## src/rtl/wb_stepper_pkg.sv

```systemverilog
// Shared definitions for the Wishbone stepper controller: register map,
// CTRL/STATUS bit positions, FSM encoding and the gap-length helper.
package wb_stepper_pkg;

    localparam logic [2:0] REG_CTRL     = 3'd0;
    localparam logic [2:0] REG_PERIOD   = 3'd1;
    localparam logic [2:0] REG_STEPS    = 3'd2;
    localparam logic [2:0] REG_STATUS   = 3'd3;
    localparam logic [2:0] REG_POSITION = 3'd4;

    localparam int CTRL_START  = 0;
    localparam int CTRL_DIR    = 1;
    localparam int CTRL_ABORT  = 2;
    localparam int CTRL_ENABLE = 3;
    localparam int CTRL_IRQ_EN = 4;

    localparam int STAT_BUSY = 0;
    localparam int STAT_DONE = 1;

    localparam logic [1:0] ST_IDLE  = 2'd0;
    localparam logic [1:0] ST_PULSE = 2'd1;
    localparam logic [1:0] ST_GAP   = 2'd2;

    // Low-time of one step: effective period is max(period, pulse+1), so the gap is never below 1.
    function automatic logic [31:0] gap_cycles(input logic [31:0] period, input logic [31:0] pulse);
        return (period > pulse) ? (period - pulse) : 32'd1;
    endfunction

endpackage

```

## src/rtl/stepper_core.sv

```systemverilog
// Step timing engine: IDLE/PULSE/GAP FSM with one shared cycle counter.
// start_i/abort_i are single-cycle requests; abort always wins.
module stepper_core
    import wb_stepper_pkg::*;
#(
    parameter int PULSE_CYCLES = 100
) (
    input  logic        clk,
    input  logic        reset,
    input  logic        start_i,
    input  logic        abort_i,
    input  logic        dir_i,
    input  logic [15:0] steps_i,
    input  logic [31:0] period_i,
    output logic        step_o,
    output logic        dir_o,
    output logic        busy_o,
    output logic [15:0] remaining_o,
    output logic        done_set_o,
    output logic        done_clr_o,
    output logic        step_cnt_o,
    output logic [1:0]  state_o
);

    localparam logic [31:0] PULSE_LEN  = 32'(PULSE_CYCLES);
    localparam logic [31:0] PULSE_LAST = PULSE_LEN - 32'd1;

    logic [1:0]  state_q, state_d;
    logic [31:0] cnt_q, cnt_d;
    logic [31:0] gap_q, gap_d;
    logic [15:0] rem_q, rem_d;
    logic        dir_q, dir_d;

    always_comb begin
        state_d    = state_q;
        cnt_d      = cnt_q;
        gap_d      = gap_q;
        rem_d      = rem_q;
        dir_d      = dir_q;
        done_set_o = 1'b0;
        done_clr_o = 1'b0;
        step_cnt_o = 1'b0;
        if (abort_i) begin
            // A pulse cut short here is never counted; remaining is kept for software.
            state_d    = ST_IDLE;
            cnt_d      = 32'd0;
            done_set_o = 1'b1;
        end else begin
            case (state_q)
                ST_IDLE: begin
                    if (start_i) begin
                        if (steps_i != 16'd0) begin
                            state_d    = ST_PULSE;
                            cnt_d      = 32'd0;
                            rem_d      = steps_i;
                            dir_d      = dir_i;
                            gap_d      = gap_cycles(period_i, PULSE_LEN);
                            done_clr_o = 1'b1;
                        end else begin
                            done_set_o = 1'b1;
                        end
                    end
                end
                ST_PULSE: begin
                    if (cnt_q == PULSE_LAST) begin
                        state_d    = ST_GAP;
                        cnt_d      = 32'd0;
                        rem_d      = rem_q - 16'd1;
                        step_cnt_o = 1'b1;
                    end else begin
                        cnt_d = cnt_q + 32'd1;
                    end
                end
                ST_GAP: begin
                    if (cnt_q == gap_q - 32'd1) begin
                        cnt_d = 32'd0;
                        if (rem_q != 16'd0) begin
                            state_d = ST_PULSE;
                        end else begin
                            state_d    = ST_IDLE;
                            done_set_o = 1'b1;
                        end
                    end else begin
                        cnt_d = cnt_q + 32'd1;
                    end
                end
                default: state_d = ST_IDLE;
            endcase
        end
    end

    always_ff @(posedge clk or posedge reset) begin
        if (reset) begin
            state_q <= ST_IDLE;
            cnt_q   <= 32'd0;
            gap_q   <= 32'd1;
            rem_q   <= 16'd0;
            dir_q   <= 1'b0;
        end else begin
            state_q <= state_d;
            cnt_q   <= cnt_d;
            gap_q   <= gap_d;
            rem_q   <= rem_d;
            dir_q   <= dir_d;
        end
    end

    assign step_o      = (state_q == ST_PULSE);
    assign busy_o      = (state_q != ST_IDLE);
    assign dir_o       = dir_q;
    assign remaining_o = rem_q;
    assign state_o     = state_q;

endmodule

```

## src/rtl/wb_stepper.sv

```systemverilog
// Wishbone stepper-motor controller: register file and bus slave around stepper_core.
// Define WB_STEPPER_IRQ_EN to build the DONE interrupt (CTRL bit4 and intr).
module wb_stepper
    import wb_stepper_pkg::*;
#(
    parameter int clk_freq     = 50000000,
    parameter int PULSE_CYCLES = 100
) (
    input  logic        clk,
    input  logic        reset,
    input  logic [31:0] wb_adr_i,
    input  logic [31:0] wb_dat_i,
    output logic [31:0] wb_dat_o,
    input  logic [3:0]  wb_sel_i,
    input  logic        wb_stb_i,
    input  logic        wb_cyc_i,
    input  logic        wb_we_i,
    output logic        wb_ack_o,
    output logic        step,
    output logic        dir,
    output logic        en_n,
    output logic        intr
);

    logic        ack_q;
    logic [31:0] dat_q;
    logic        ctrl_dir_q, ctrl_en_q;
    logic [31:0] period_q;
    logic [15:0] steps_q;
    logic [31:0] pos_q, pos_d;
    logic        done_q, done_d;
    logic [31:0] rd_data;

    logic        busy, done_set, done_clr, step_cnt;
    logic [15:0] remaining;
    logic [1:0]  core_state;

    // An access is taken on the cycle it is presented; the cycle after an ack never acks.
    logic       acc, wr;
    logic [2:0] reg_idx;
    assign acc     = wb_stb_i & wb_cyc_i & ~ack_q;
    assign wr      = acc & wb_we_i;
    assign reg_idx = wb_adr_i[4:2];

    logic ctrl_wr, status_wr, pos_wr;
    assign ctrl_wr   = wr & (reg_idx == REG_CTRL);
    assign status_wr = wr & (reg_idx == REG_STATUS);
    assign pos_wr    = wr & (reg_idx == REG_POSITION);

    logic unused_bits;
    assign unused_bits = ^{wb_sel_i, wb_adr_i[31:5], wb_adr_i[1:0], core_state, 32'(clk_freq)};

    stepper_core #(.PULSE_CYCLES(PULSE_CYCLES)) u_core (
        .clk         (clk),
        .reset       (reset),
        .start_i     (ctrl_wr & wb_dat_i[CTRL_START] & ~wb_dat_i[CTRL_ABORT]),
        .abort_i     (ctrl_wr & wb_dat_i[CTRL_ABORT]),
        .dir_i       (wb_dat_i[CTRL_DIR]),
        .steps_i     (steps_q),
        .period_i    (period_q),
        .step_o      (step),
        .dir_o       (dir),
        .busy_o      (busy),
        .remaining_o (remaining),
        .done_set_o  (done_set),
        .done_clr_o  (done_clr),
        .step_cnt_o  (step_cnt),
        .state_o     (core_state)
    );

`ifdef WB_STEPPER_IRQ_EN
    logic ctrl_irq_q, intr_q;
    always_ff @(posedge clk or posedge reset) begin
        if (reset) begin
            ctrl_irq_q <= 1'b0;
            intr_q     <= 1'b0;
        end else begin
            if (ctrl_wr) ctrl_irq_q <= wb_dat_i[CTRL_IRQ_EN];
            intr_q <= done_q & ctrl_irq_q;
        end
    end
    assign intr = intr_q;
`else
    assign intr = 1'b0;
`endif

    always_comb begin
        rd_data = 32'd0;
        case (reg_idx)
            REG_CTRL: begin
                rd_data[CTRL_DIR]    = ctrl_dir_q;
                rd_data[CTRL_ENABLE] = ctrl_en_q;
`ifdef WB_STEPPER_IRQ_EN
                rd_data[CTRL_IRQ_EN] = ctrl_irq_q;
`endif
            end
            REG_PERIOD:   rd_data = period_q;
            REG_STEPS:    rd_data = {16'd0, steps_q};
            REG_STATUS: begin
                rd_data[31:16]     = remaining;
                rd_data[STAT_DONE] = done_q;
                rd_data[STAT_BUSY] = busy;
            end
            REG_POSITION: rd_data = pos_q;
            default:      rd_data = 32'd0;
        endcase
    end

    // A completion or abort in the same cycle as a W1C leaves DONE set.
    always_comb begin
        done_d = done_q;
        if (status_wr && wb_dat_i[STAT_DONE]) done_d = 1'b0;
        if (done_clr) done_d = 1'b0;
        if (done_set) done_d = 1'b1;
    end

    always_comb begin
        pos_d = pos_q;
        if (step_cnt) begin
            pos_d = dir ? (pos_q + 32'd1) : (pos_q - 32'd1);
        end else if (pos_wr && !busy) begin
            pos_d = wb_dat_i;
        end
    end

    always_ff @(posedge clk or posedge reset) begin
        if (reset) begin
            ack_q      <= 1'b0;
            dat_q      <= 32'd0;
            ctrl_dir_q <= 1'b0;
            ctrl_en_q  <= 1'b0;
            period_q   <= 32'd0;
            steps_q    <= 16'd0;
            pos_q      <= 32'd0;
            done_q     <= 1'b0;
        end else begin
            ack_q <= acc;
            if (acc) dat_q <= rd_data;
            if (ctrl_wr) begin
                ctrl_dir_q <= wb_dat_i[CTRL_DIR];
                ctrl_en_q  <= wb_dat_i[CTRL_ENABLE];
            end
            if (wr && reg_idx == REG_PERIOD) period_q <= wb_dat_i;
            if (wr && reg_idx == REG_STEPS)  steps_q  <= wb_dat_i[15:0];
            pos_q  <= pos_d;
            done_q <= done_d;
        end
    end

    assign wb_ack_o = ack_q;
    assign wb_dat_o = dat_q;
    assign en_n     = ~ctrl_en_q;

endmodule

```

## config.mk

```make
export PLATFORM = sky130hd
export DESIGN_NAME = wb_stepper
export DESIGN_NICKNAME = d
export VERILOG_FILES = /design/src/rtl/wb_stepper_pkg.sv /design/src/rtl/stepper_core.sv /design/src/rtl/wb_stepper.sv
export SDC_FILE = /design/constraint.sdc
export NUM_CORES = 1
export LEC_CHECK = 0
export ABC_CLOCK_PERIOD_IN_PS = 9910
export BUFFER_PORTS_ARGS = -buffer_cell sky130_fd_sc_hd__buf_2
export CAP_MARGIN = 20
export CORE_MARGIN = 2
export CORE_UTILIZATION = 30
export CTS_CLUSTER_DIAMETER = 30
export DETAILED_ROUTE_END_ITERATION = 7
export GPL_TIMING_DRIVEN = 0
export PLACE_DENSITY = 0.44
export SYNTH_ARGS = -nofsm -noshare
export SYNTH_HDL_FRONTEND = slang
export SYNTH_HIERARCHICAL = 1
export SYNTH_SLANG_ARGS = --single-unit
```

## constraint.sdc

```tcl
create_clock -name clk -period 9.91 [get_ports clk]
set_clock_uncertainty 0.2 [all_clocks]
set_input_delay 0.4955 -clock clk [delete_from_list [all_inputs] [get_ports clk]]
set_output_delay 0.4955 -clock clk [all_outputs]
set_load 0.05 [all_outputs]
```

==> flow_summary_export.csv <==
group,metric,value,unit
finish,layout.cells.most_common_list,"dfrtp_1, nand2_1, o21ai_0",
worst_setup_path,critical_path.startpoint_type,"register",
finish,layout_cells_sized_above_1,0.140,
routing,ant_nets,0,
logic_synthesis,async_reset_ff_frac,1.00,
placement,port_buffers,74,
clock_tree,cts_repair_resize_count,0,
routing,detail_route.wirelength,45600,um
routing,detail_route.iter0.violations,881,
flow_run,maxCapViolations,0,
sta,min_period,4310,ps
floorplan,initial_core_util,0.306,
logic_synthesis,synth_enable_flop_cells,0,
clock_tree,cts_made_buffers,17,
floorplan,dieHeight,214,um
global_route,grt_usage,0.202,
finish,fill_cells,4570,
floorplan,dieArea,0.0459,sq mm
sta,timing.fmax,0.232,GHz
clock_tree,clk_root_buffer_cell,"clkbuf_16",
worst_hold_path,worst_hold_path.endpoint,"period_q[7]$_DFFE_PP0P_",
finish,antennaDiodeCount,0,
clock_tree,postCtsHoldBufs,1,
placement,globalplace.congestion,0.880,
routing,firstDrtPassIters,5,
placement,post-place-ws,5350,ps
power_and_ir_drop,p_per_area,221,mW/mm^2
worst_setup_path,worst_setup_path_end_kind,"register",
logic_synthesis,synth.area.mux_share,0.0758,
power_and_ir_drop,power.ir.vdd_worst,0.115,mV
worst_setup_path,reg2reg_depth,15,
outcome,status,"finished, final reports clean",
worst_setup_path,r2r_setup_slack,5600,ps
routing,viasPerCell,5.36,
routing,avgRoutedWirePerCell,20.7,um
clock_tree,clkLatencyLatePin,500,ps
global_route,first_global_vias,11600,
sta,totalNegativeSetupSlack,0,ps
logic_synthesis,synth_nets,1624,
floorplan,core_area,0.0434,sq mm
logic_synthesis,synth-compound-area-share,0.203,
routing,number_of_vias_in_the_routed_layout,11800,
placement,dp_hpwl,35500,um
worst_setup_path,critical_path.max_fanout,10,
routing,drt_drc_violations_left,0,
logic_synthesis,syn_area,0.0132,sq mm
clock_tree,htreeDepth,4,
sta,slew_violations,0,
clock_tree,tritoncts,"built",
worst_hold_path,hold_path_class,"in -> reg",
worst_hold_path,hold_path_origin,"wb_dat_i[7]",
floorplan,floorplan.die.width,214,um
finish,area_delta_synth_final,13.7,%
logic_synthesis,yosysWarningCount,6,
clock_tree,cts_setup_buffers,0,
global_route,antenna_found_initial,0,
sta,final-hold-violation-count,0,
sta,postLayoutSetupSlackWorst,5600,ps
logic_synthesis,synth_top_family_by_area,"compound AO/OA/AOI/OAI gates",
logic_synthesis,ys_ff_latch,199,
worst_setup_path,req_time_crit_path,10100,ps
floorplan,pin_count,110,
global_route,maximum_number_of_pins_on_one_net_before_global_route_repair,63,
finish,mostFrequentLayoutCell,"dfrtp_1",
logic_synthesis,synth-simple-area-share,0.202,
sta,post-route-period-util,0.435,
global_route,grt.overflow.total,0,
clock_tree,max-clock-path-buffers,2,
logic_synthesis,part_of_the_yosys_area_used_for_sequential_elements,0.376,
clock_tree,numClockSinks,199,
logic_synthesis,syn_inst,1511,
global_route,grt_first_pass_wirelength,71100,um
worst_setup_path,crit-reg2reg-launch,"wb_ack_o$_DFF_PP0_",
sta,timing_worst_slew_pin_value,1040,ps
worst_setup_path,arrival,4510,ps
logic_synthesis,synth_xor_area_frac,0.0575,
power_and_ir_drop,power_leakage,6.58,nW
worst_setup_path,rr_endpoint,"pos_q[24]$_DFFE_PP0P_",
floorplan,num_rows,76,
sta,final_setup_vio_count,0,
logic_synthesis,synthDistinctLibCells,86,
worst_setup_path,timing.setup.critical_path_class,"reg -> reg",
logic_synthesis,synth_ff_type,"dfrtp_1",
clock_tree,clk_pin_slew_worst_paths,90,ps
sta,grt_setup_unrepaired,"false",
logic_synthesis,synth_area_in_adders,0.0383,
finish,finalNetCount,1723,
logic_synthesis,syn_avg_cell_area,8.77,sq um
sta,worst_max_slew_margin_expressed_relative_to_the_limit,0.296,
worst_hold_path,worstHoldPathCells,2,
Yosys cell counts (33+ instances only):
cell type	number	area, sq um
ha_1	39	488
nand3_1	36	180
nor4_1	36	225
nor3_1	35	175
a21oi_1	103	515
inv_1	43	161
nand2_1	167	627
o21ai_0	118	591
nor2_1	96	360
xnor2_1	54	473
dfrtp_1	198	4950
clkbuf_1	79	297
mux2_2	58	653
mux2i_1	34	340
nand2b_1	39	244
xor2_1	33	289
cells by family after synthesis:
logic type,count (synthesis)
AND/OR/NAND/NOR,528
adder cells (fa/ha/maj),40
multiplexers,93
other,1
XOR/XNOR,87
AO/OA/AOI/OAI,417
flip-flops,199
buffers and inverters,146
through the flow:
stage | utilization | instances | area [sq um] | power, W | hold WS [ps]
detailed placement | 0.333 | 2174 | 14400 | 0.00260 | 269
finish | 0.347 | 2208 | 15100 | 0.00333 | 56.8
global placement | 0.331 | 2170 | 14400 | 0.00259 | 267
CTS | 0.347 | 2207 | 15100 | 0.00335 | 17.1
floorplan | - | 1511 | 13200 | 0.00216 | 269
global route | 0.347 | 2208 | 15100 | 0.00356 | 35.1
critical path, stage by stage (launching register included):
cell	delay, ps
dfrtp_1	380
or2_1	230
buf_6	150
clkinv_4	70
nand2_4	80
nor4_1	550
and2_1	290
clkbuf_1	320
nand2b_1	220
nor4_1	100
buf_2	180
inv_1	90
clkbuf_1	570
clkbuf_1	490
nand2_1	180
o31ai_1	100
worst max-delay path by stage:
stage,startpoint,endpoint,slack [ps]
floorplan,reset,ctrl_dir_q$_DFFE_PP0P_,6140
global placement,reset,period_q[26]$_DFFE_PP0P_,4330
detailed placement,wb_stb_i,pos_q[24]$_DFFE_PP0P_,5350
CTS,wb_ack_o$_DFF_PP0_,pos_q[24]$_DFFE_PP0P_,5540
global route,wb_ack_o$_DFF_PP0_,pos_q[24]$_DFFE_PP0P_,5250
finish,wb_ack_o$_DFF_PP0_,pos_q[24]$_DFFE_PP0P_,5600
flip-flops by register name, indices dropped and copies added, names as in the netlist:
| name | count |
|---|---|
| u_core/gap_q | 32 |
| ctrl_dir_q | 1 |
| ctrl_en_q | 1 |
| wb_dat_o | 32 |
| steps_q | 16 |
| u_core/remaining_o | 16 |
| done_q | 1 |
| u_core/state_o | 2 |
| u_core/dir_o | 1 |
| wb_ack_o | 1 |
| pos_q | 32 |
| period_q | 32 |
| u_core/cnt_q | 32 |
layer usage:
layer / GRT usage / wire (um) / vias to the layer above / share of wire
met4: 0.0729 / 1210 / 0 / 0.027
met3: 0.0302 / 1560 / 46 / 0.034
met5: 0 / 0 / - / 0
met2: 0.326 / 21500 / 212 / 0.47
met1: 0.275 / 21300 / 5881 / 0.47
li1: - / - / 5704 / -
report_power, final:
group	internal, W	switching [W]
Clock	0.000350	0.000377
Combinational	0.000554	0.000915
Sequential	0.000941	0.000188
layout make-up:
type / instances / area (sq um) / area share
Buffer: 102 / 460 / 0.0306
Clock buffer: 19 / 453 / 0.0301
Clock inverter: 13 / 144 / 0.00956
Inverter: 44 / 178 / 0.0118
Multi-Input combinational cell: 1166 / 7640 / 0.507
Sequential cell: 199 / 4980 / 0.331
Tap cell: 585 / 732 / 0.0486
Timing Repair Buffer: 80 / 473 / 0.0314
No activity file was read; power rests on OpenSTA's default activity.
